==> config.mk <==
export PLATFORM = sky130hd
export DESIGN_NAME = mem_port_arbiter
export DESIGN_NICKNAME = d
export VERILOG_FILES = /design/src/rtl/mem_port_arbiter.sv
export SDC_FILE = /design/constraint.sdc
export NUM_CORES = 1
export LEC_CHECK = 0
export CAP_MARGIN = 20
export CORE_AREA = 2 2 288 290
export DETAILED_ROUTE_END_ITERATION = 6
export DIE_AREA = 0 0 290 292
export GPL_ROUTABILITY_DRIVEN = 0
export GPL_TIMING_DRIVEN = 1
export PLACE_DENSITY_LB_ADDON = 0.1
export SYNTH_ARGS = -nofsm -noshare
export SYNTH_HDL_FRONTEND = slang
export SYNTH_SLANG_ARGS = --single-unit
==> constraint.sdc <==
create_clock -name clk -period 4 [get_ports clk]
set_clock_uncertainty 0.2 [all_clocks]
set_input_delay 1.2 -clock clk [delete_from_list [all_inputs] [get_ports clk]]
set_output_delay 1.2 -clock clk [all_outputs]
set_load 0.005 [all_outputs]
==> src/rtl/mem_port_arbiter.sv <==
// mem_port_arbiter: shares one external memory port between the I-cache refill
// path (read-only) and the D-cache path (read/write). Data requests win
// arbitration, but once MAX_D_STREAK data grants in a row have gone by while a
// fetch was waiting, the fetch is forced through. Every transaction runs
// grant -> strobe held until mem_ready -> one-cycle ack to the owner.
//
// Handshakes:
//   requester side: req is raised with a stable payload and held until the
//   one-cycle ack; rdata is valid in the ack cycle and holds until the next
//   read by the same owner.
//   memory side: exactly one of mem_read/mem_write is held with a stable
//   mem_addr/mem_wdata until a one-cycle mem_ready; read data is taken in
//   the mem_ready cycle.
// fsm_state exposes the controller state (0 = IDLE, 1 = I_BUSY, 2 = D_BUSY,
// 3 = ACK) and streak_cnt the consecutive-data-grant counter.
module mem_port_arbiter #(
    parameter int ADDR_W       = 28,
    parameter int DATA_W       = 128,
    parameter int MAX_D_STREAK = 4
) (
    input  logic              clk,
    input  logic              rst_n,
    input  logic              i_req,
    input  logic [ADDR_W-1:0] i_addr,
    output logic              i_ack,
    output logic [DATA_W-1:0] i_rdata,
    input  logic              d_req,
    input  logic              d_wen,
    input  logic [ADDR_W-1:0] d_addr,
    input  logic [DATA_W-1:0] d_wdata,
    output logic              d_ack,
    output logic [DATA_W-1:0] d_rdata,
    output logic              mem_read,
    output logic              mem_write,
    output logic [ADDR_W-1:0] mem_addr,
    output logic [DATA_W-1:0] mem_wdata,
    input  logic [DATA_W-1:0] mem_rdata,
    input  logic              mem_ready,
    output logic [1:0]        fsm_state,
    output logic [3:0]        streak_cnt
);

    localparam logic [1:0] S_IDLE   = 2'd0;
    localparam logic [1:0] S_I_BUSY = 2'd1;
    localparam logic [1:0] S_D_BUSY = 2'd2;
    localparam logic [1:0] S_ACK    = 2'd3;

    localparam logic [3:0] STREAK_MAX = 4'(MAX_D_STREAK);

    logic [1:0] state;
    logic [1:0] state_next;
    logic [3:0] streak;
    logic       force_i;
    logic       grant_d;
    logic       grant_i;
    logic       mem_done;

    // Arbitration is only evaluated in IDLE; a waiting fetch overrides data
    // once the data streak has reached its limit.
    assign force_i  = i_req && (streak == STREAK_MAX);
    assign grant_d  = (state == S_IDLE) && d_req && !force_i;
    assign grant_i  = (state == S_IDLE) && !grant_d && i_req;
    assign mem_done = ((state == S_I_BUSY) || (state == S_D_BUSY)) && mem_ready;

    assign fsm_state  = state;
    assign streak_cnt = streak;

    // Next-state selection: IDLE -> BUSY on grant, BUSY -> ACK on mem_ready,
    // ACK always returns to IDLE without sampling requests.
    always_comb begin
        state_next = state;
        case (state)
            S_IDLE: begin
                if (grant_d) begin
                    state_next = S_D_BUSY;
                end else if (grant_i) begin
                    state_next = S_I_BUSY;
                end
            end
            S_I_BUSY, S_D_BUSY: begin
                if (mem_ready) begin
                    state_next = S_ACK;
                end
            end
            default: begin
                state_next = S_IDLE;
            end
        endcase
    end

    // State register; reset abandons any transaction in flight.
    always_ff @(posedge clk or negedge rst_n) begin
        if (!rst_n) begin
            state <= S_IDLE;
        end else begin
            state <= state_next;
        end
    end

    // Consecutive data grants while a fetch waits; any fetch grant or an
    // uncontended data grant starts the count over.
    always_ff @(posedge clk or negedge rst_n) begin
        if (!rst_n) begin
            streak <= 4'd0;
        end else if (grant_d) begin
            if (!i_req) begin
                streak <= 4'd0;
            end else if (streak != STREAK_MAX) begin
                streak <= streak + 4'd1;
            end
        end else if (grant_i) begin
            streak <= 4'd0;
        end
    end

    // Memory-side registers: the winning request is latched at grant and the
    // strobe is held until mem_ready, so requester changes mid-transaction
    // cannot disturb the port. A fetch never drives write data.
    always_ff @(posedge clk or negedge rst_n) begin
        if (!rst_n) begin
            mem_read  <= 1'b0;
            mem_write <= 1'b0;
            mem_addr  <= '0;
            mem_wdata <= '0;
        end else if (grant_d) begin
            mem_read  <= !d_wen;
            mem_write <= d_wen;
            mem_addr  <= d_addr;
            mem_wdata <= d_wdata;
        end else if (grant_i) begin
            mem_read  <= 1'b1;
            mem_write <= 1'b0;
            mem_addr  <= i_addr;
            mem_wdata <= '0;
        end else if (mem_done) begin
            mem_read  <= 1'b0;
            mem_write <= 1'b0;
        end
    end

    // One-cycle ack to whichever requester owns the completing transaction.
    always_ff @(posedge clk or negedge rst_n) begin
        if (!rst_n) begin
            i_ack <= 1'b0;
            d_ack <= 1'b0;
        end else begin
            i_ack <= mem_done && (state == S_I_BUSY);
            d_ack <= mem_done && (state == S_D_BUSY);
        end
    end

    // Read data capture; a data write leaves d_rdata untouched.
    always_ff @(posedge clk or negedge rst_n) begin
        if (!rst_n) begin
            i_rdata <= '0;
            d_rdata <= '0;
        end else if (mem_done) begin
            if (state == S_I_BUSY) begin
                i_rdata <= mem_rdata;
            end else if (mem_read) begin
                d_rdata <= mem_rdata;
            end
        end
    end

endmodule

# Yosys cells after proc, flatten, opt, wreduce, memory -nomap -nowiden
# Index checks and enable logic that the tools add are counted.
# totals
ramBits	0
out_inout_bits	422
memories	0
ff_bits	422
latchBits	0
wordCells	56
in_bits	318
romBits	0
# op_classes
n_mux	17
n_bitwise	1
n_mul	0
eq_ne	7
shifts	0
div_mod_pow	0
reduce_logical	20
n_addsub	1
magnitude_cmp	0
# op_table
op	count
128-bit two-way mux	2
28-bit two-way mux	2
4-bit two-way mux	4
1-bit logical AND	8
2-bit two-way mux	3
2-bit AND reduction	3
1-bit two-way mux	5
4-bit by 1-bit adder with 4-bit output (second input constant)	1
4-bit by 3-bit == test with 1-bit output (second input constant)	1
4-bit by 3-bit != test with 1-bit output (second input constant)	1
2-bit one-hot mux with 2 select lines	1
1-bit zero test	3
3-bit by 2-bit != test with 1-bit output (second input constant)	1
3-bit != test (second input constant)	1
3-bit AND reduction	1
3-bit nonzero test	1
2-bit by 1-bit == test with 1-bit output (second input constant)	1
2-bit == test (second input constant)	1
2-bit zero test	1
2-bit != test (second input constant)	1
2-bit nonzero test	1
2-bit OR reduction	1
1-bit logical OR	1
1-bit inverter	1

# Depth between registers and ports, before layout
# depth
word_depth	10
ltp_mapped	8
mapped_depth_nobuf	5

# Least setup slack after synthesis
# OpenSTA, ideal clock, no wires.
# synth_path
path_type	input -> register
from	input i_req
to	register mem_wdata[100]
setup_time_ns	0.121
path_buffers	3
cell_stages	6
arrival_ns	2.144
setup_slack_ns	1.535
t_required_ns	3.679
cell_sequence	buf_2 and4b_1 nor2_2 buf_6 buf_6 a22o_1
# synth_via
elab_chain_len	7
word_cells_on_any_way	8
classes_between	mux: 1; reduce/logical: 7
# synth_rtl
element	line_no	rtl
start, declared	23	input logic i_req,
1-bit logical AND	60	assign force_i = i_req && (streak == STREAK_MAX);
1-bit zero test	61	assign grant_d = (state == S_IDLE) && d_req && !force_i;
1-bit logical AND	61	
1-bit zero test	62	assign grant_i = (state == S_IDLE) && !grant_d && i_req;
1-bit logical AND (2 in series)	62	
2-bit nonzero test (no source line)	-	
end signal, assigned	129	mem_wdata <= d_wdata;
end, declared	36	output logic [DATA_W-1:0] mem_wdata,
# Several ways; a longest one is shown, not always the timed one.
# A chain may end at the register's enable or synchronous reset.

# Worst setup path after layout
# layout_path
from	register streak[2], in the netlist streak_cnt[2]
to	output streak_cnt[2]
# layout_rtl
element	line_no	rtl
start, declared	52	logic [3:0] streak;
start signal, assigned	109	streak <= streak + 4'd1;
end, declared	40	output logic [3:0] streak_cnt
# No word-level cell between the ends.

==> metrics.txt <==
outcome finished, final reports clean; CP Max Fanout 9; Vias/cell 4.103; RSZ-0062 raised after global routing no; ANT nets after route 0; H-tree depth 2; total congestion overflow 0; max_cap viols 0; Warnings, synthesis 0; clk slew on worst S/H paths 60 ps; cts hold-fix bufs 0; initial antenna violation count 8; Nets 2123; syn nets 1369; Netlist cell types 34; Pre-Repair DR Iteration Count 4; Post-CTS Setup Bufs 0; worst-path cell chain clkdlybuf4s50_1; register area share after synthesis 66.09%; CTS tree yes; number of global-route vias before repair 13.12k; number of buffers created by CTS 52; Setup violations, final 0; PD cells 802.0 mW/mm²; Slew @ Worst Pin 863.6 ps; CORE AREA ~0.082 mm²; post_cts resized 0; Site Rows 105; P&R area growth vs syn 65.53%; Largest delay share family, worst path buffers and inverters; global-route wire length before repair 90.42 mm; Critical Path End Type output port; CP peak stage delay 640 ps; slew margin rel. 42.29%; fmax approximately 0.32 GHz; largest net degree at the start of global routing 101; Post-Syn Area 0.01598 mm²; area leader, netlist dfrtp_1; initial core utilization 19.58%; Yosys top cell area share 66.09%; Peak VDD IR 0.3295 mV; Max Root-Sink Buffers 3; Hold Vio Cnt, Final 0; Crit path buffers/inverters 1; 1st-iter DRT viols 365; worst hold path class reg -> reg; Worst-Skew Late Latency 570 ps; I/O Buffers 739; Clock Sinks 422; synth top area cells dfrtp_1 (66%), mux2_2 (18%), a22o_1 (7.1%); Fin Setup TNS 0 ps; post-synthesis instance total 1045; P_leak between 10 and 15 nW; asr flop ratio synth 100.0%; DR DRC count 0; Startpoint Class flip-flop; Syn Area/Cell ~15 µm²; fin crit period 3159 ps; drt total wl between 60 and 70 mm; Arrival @ worst endpoint 1760 ps; die height 292 µm; Overall Global Routing Usage 14.18%; Die W 290 µm; I/O pins 740; Final Cycle Share 78.99%; Req. time, crit path 2600 ps; layout cells sized above 1 between 20% and 30%; Post-DP HPWL 45.39 mm; Crit Path Class reg -> out; DR WL/cell 21.12 µm; Worst path slowest cell clkdlybuf4s50_1; post-synthesis register bit count 422; EDFF count, synth 0; ys flop type dfrtp_1; Hold WS 295.9 ps; die footprint 0.08468 mm²; FILL cells 8118; CTS root buffer clkbuf_16; DR vias approximately 12k; Pins Over Slew Limit 0
## cell usage after synthesis, types with 6 or more instances
| cell type | n |
|---|---|
| clkbuf_1 | 30 |
| inv_1 | 6 |
| a22o_1 | 129 |
| dfrtp_1 | 422 |
| ha_1 | 6 |
| buf_6 | 11 |
| a41oi_1 | 28 |
| nor2_1 | 29 |
| mux2_2 | 257 |
| o21ai_0 | 24 |
| buf_2 | 37 |
| a21oi_1 | 30 |
## through the flow
stage               cell area (µm²)  cells  power, W  utilization, %  worst slack (ps)
detailed placement            24770   2815   0.01692           30.36             338.2
finish                        26450   2910   0.02121           32.42             840.6
global route                  26450   2910   0.02254           32.42             743.8
global placement              24770   2815   0.01683           30.36             401.5
floorplan                     15980   1045   0.01080               -              1535
CTS                           26440   2907   0.02169           32.41             771.6
## cell type report
cell class	instances	area, µm²	share of cell area, %
diodes	3	7.507	0.02838
repair buffers	780	7885	29.81
well taps	1070	1339	5.062
clock buffers	78	1551	5.866
inverters	6	22.52	0.08515
flip-flops and latches	422	10560	39.93
multi-input cells	537	4966	18.78
clock inverters	14	116.4	0.4400
## flip-flops by register name, summed over array words and instances (netlist names)
name / count
d_rdata: 128
i_rdata: 128
mem_wdata: 128
mem_addr: 28
streak_cnt: 4
fsm_state: 2
d_ack: 1
i_ack: 1
mem_read: 1
mem_write: 1
## cells in the final DEF, fill, tap and decap left out, types with 2 or more instances in the layout
| cell type | n |
|---|---|
| a41oi_1 | 28 |
| ha_1 | 6 |
| inv_1 | 6 |
| clkbuf_8 | 11 |
| a22o_1 | 129 |
| clkbuf_1 | 13 |
| diode_2 | 3 |
| buf_4 | 27 |
| nand2_1 | 3 |
| nor2_1 | 29 |
| nor3b_1 | 3 |
| clkinv_2 | 8 |
| nand4b_1 | 2 |
| a21oi_1 | 30 |
| nand3_1 | 4 |
| mux2_2 | 257 |
| buf_12 | 14 |
| o21ai_0 | 24 |
| clkinvlp_4 | 4 |
| clkdlybuf4s50_1 | 738 |
| dfrtp_1 | 422 |
| clkbuf_16 | 54 |
| nor2b_1 | 2 |
| o21ai_1 | 5 |
## kinds of logic (layout without fill, tap and decap cells)
kind of cell	Yosys count	count (layout)	synth area share [%]
AND/OR/NAND/NOR	49	49	1.464
other	0	3	0
AO/OA/AOI/OAI	225	225	10.99
multiplexers	257	257	18.11
flip-flops	422	422	66.09
adder cells (fa/ha/maj)	6	6	0.4698
buffers and inverters	86	878	2.874
## final timing paths
path | start | end | slack [ps] | cells past startpoint
max in group asynchronous | rst_n | i_rdata[124]$_DFFE_PN0P_ | 2230 | 2
max reg2reg | streak_cnt[0]$_DFFE_PN0P_ | mem_wdata[67]$_DFFE_PN0P_ | 1220 | 6
min in group asynchronous | rst_n | d_rdata[78]$_DFFE_PN0P_ | 440 | 1
min | mem_wdata[57]$_DFFE_PN0P_ | mem_wdata[57]$_DFFE_PN0P_ | 300 | 1
min reg2reg | mem_wdata[57]$_DFFE_PN0P_ | mem_wdata[57]$_DFFE_PN0P_ | 300 | 1
max | streak_cnt[2]$_DFFE_PN0P_ | streak_cnt[2] | 840 | 1
## power by group
group          leakage, nW  internal (W)  switching [W]
clock network        0.813       0.00272        0.00185
logic                 4.99       0.00576        0.00343
registers             5.13       0.00634        0.00111
total                 10.9        0.0148        0.00639
## routing by layer
| metal | track usage (%) | vias up | share of wire, % | routed length [µm] |
|---|---|---|---|---|
| met5 | 0 | - | 0.12 | 71 |
| met1 | 15.49 | 5933 | 37 | 22960 |
| met3 | 5.830 | 118 | 9.3 | 5742 |
| met2 | 24.36 | 523 | 49 | 30300 |
| li1 | - | 5355 | - | - |
| met4 | 5.793 | 10 | 3.9 | 2380 |
Note: power is estimated with default switching activity, not from simulation.
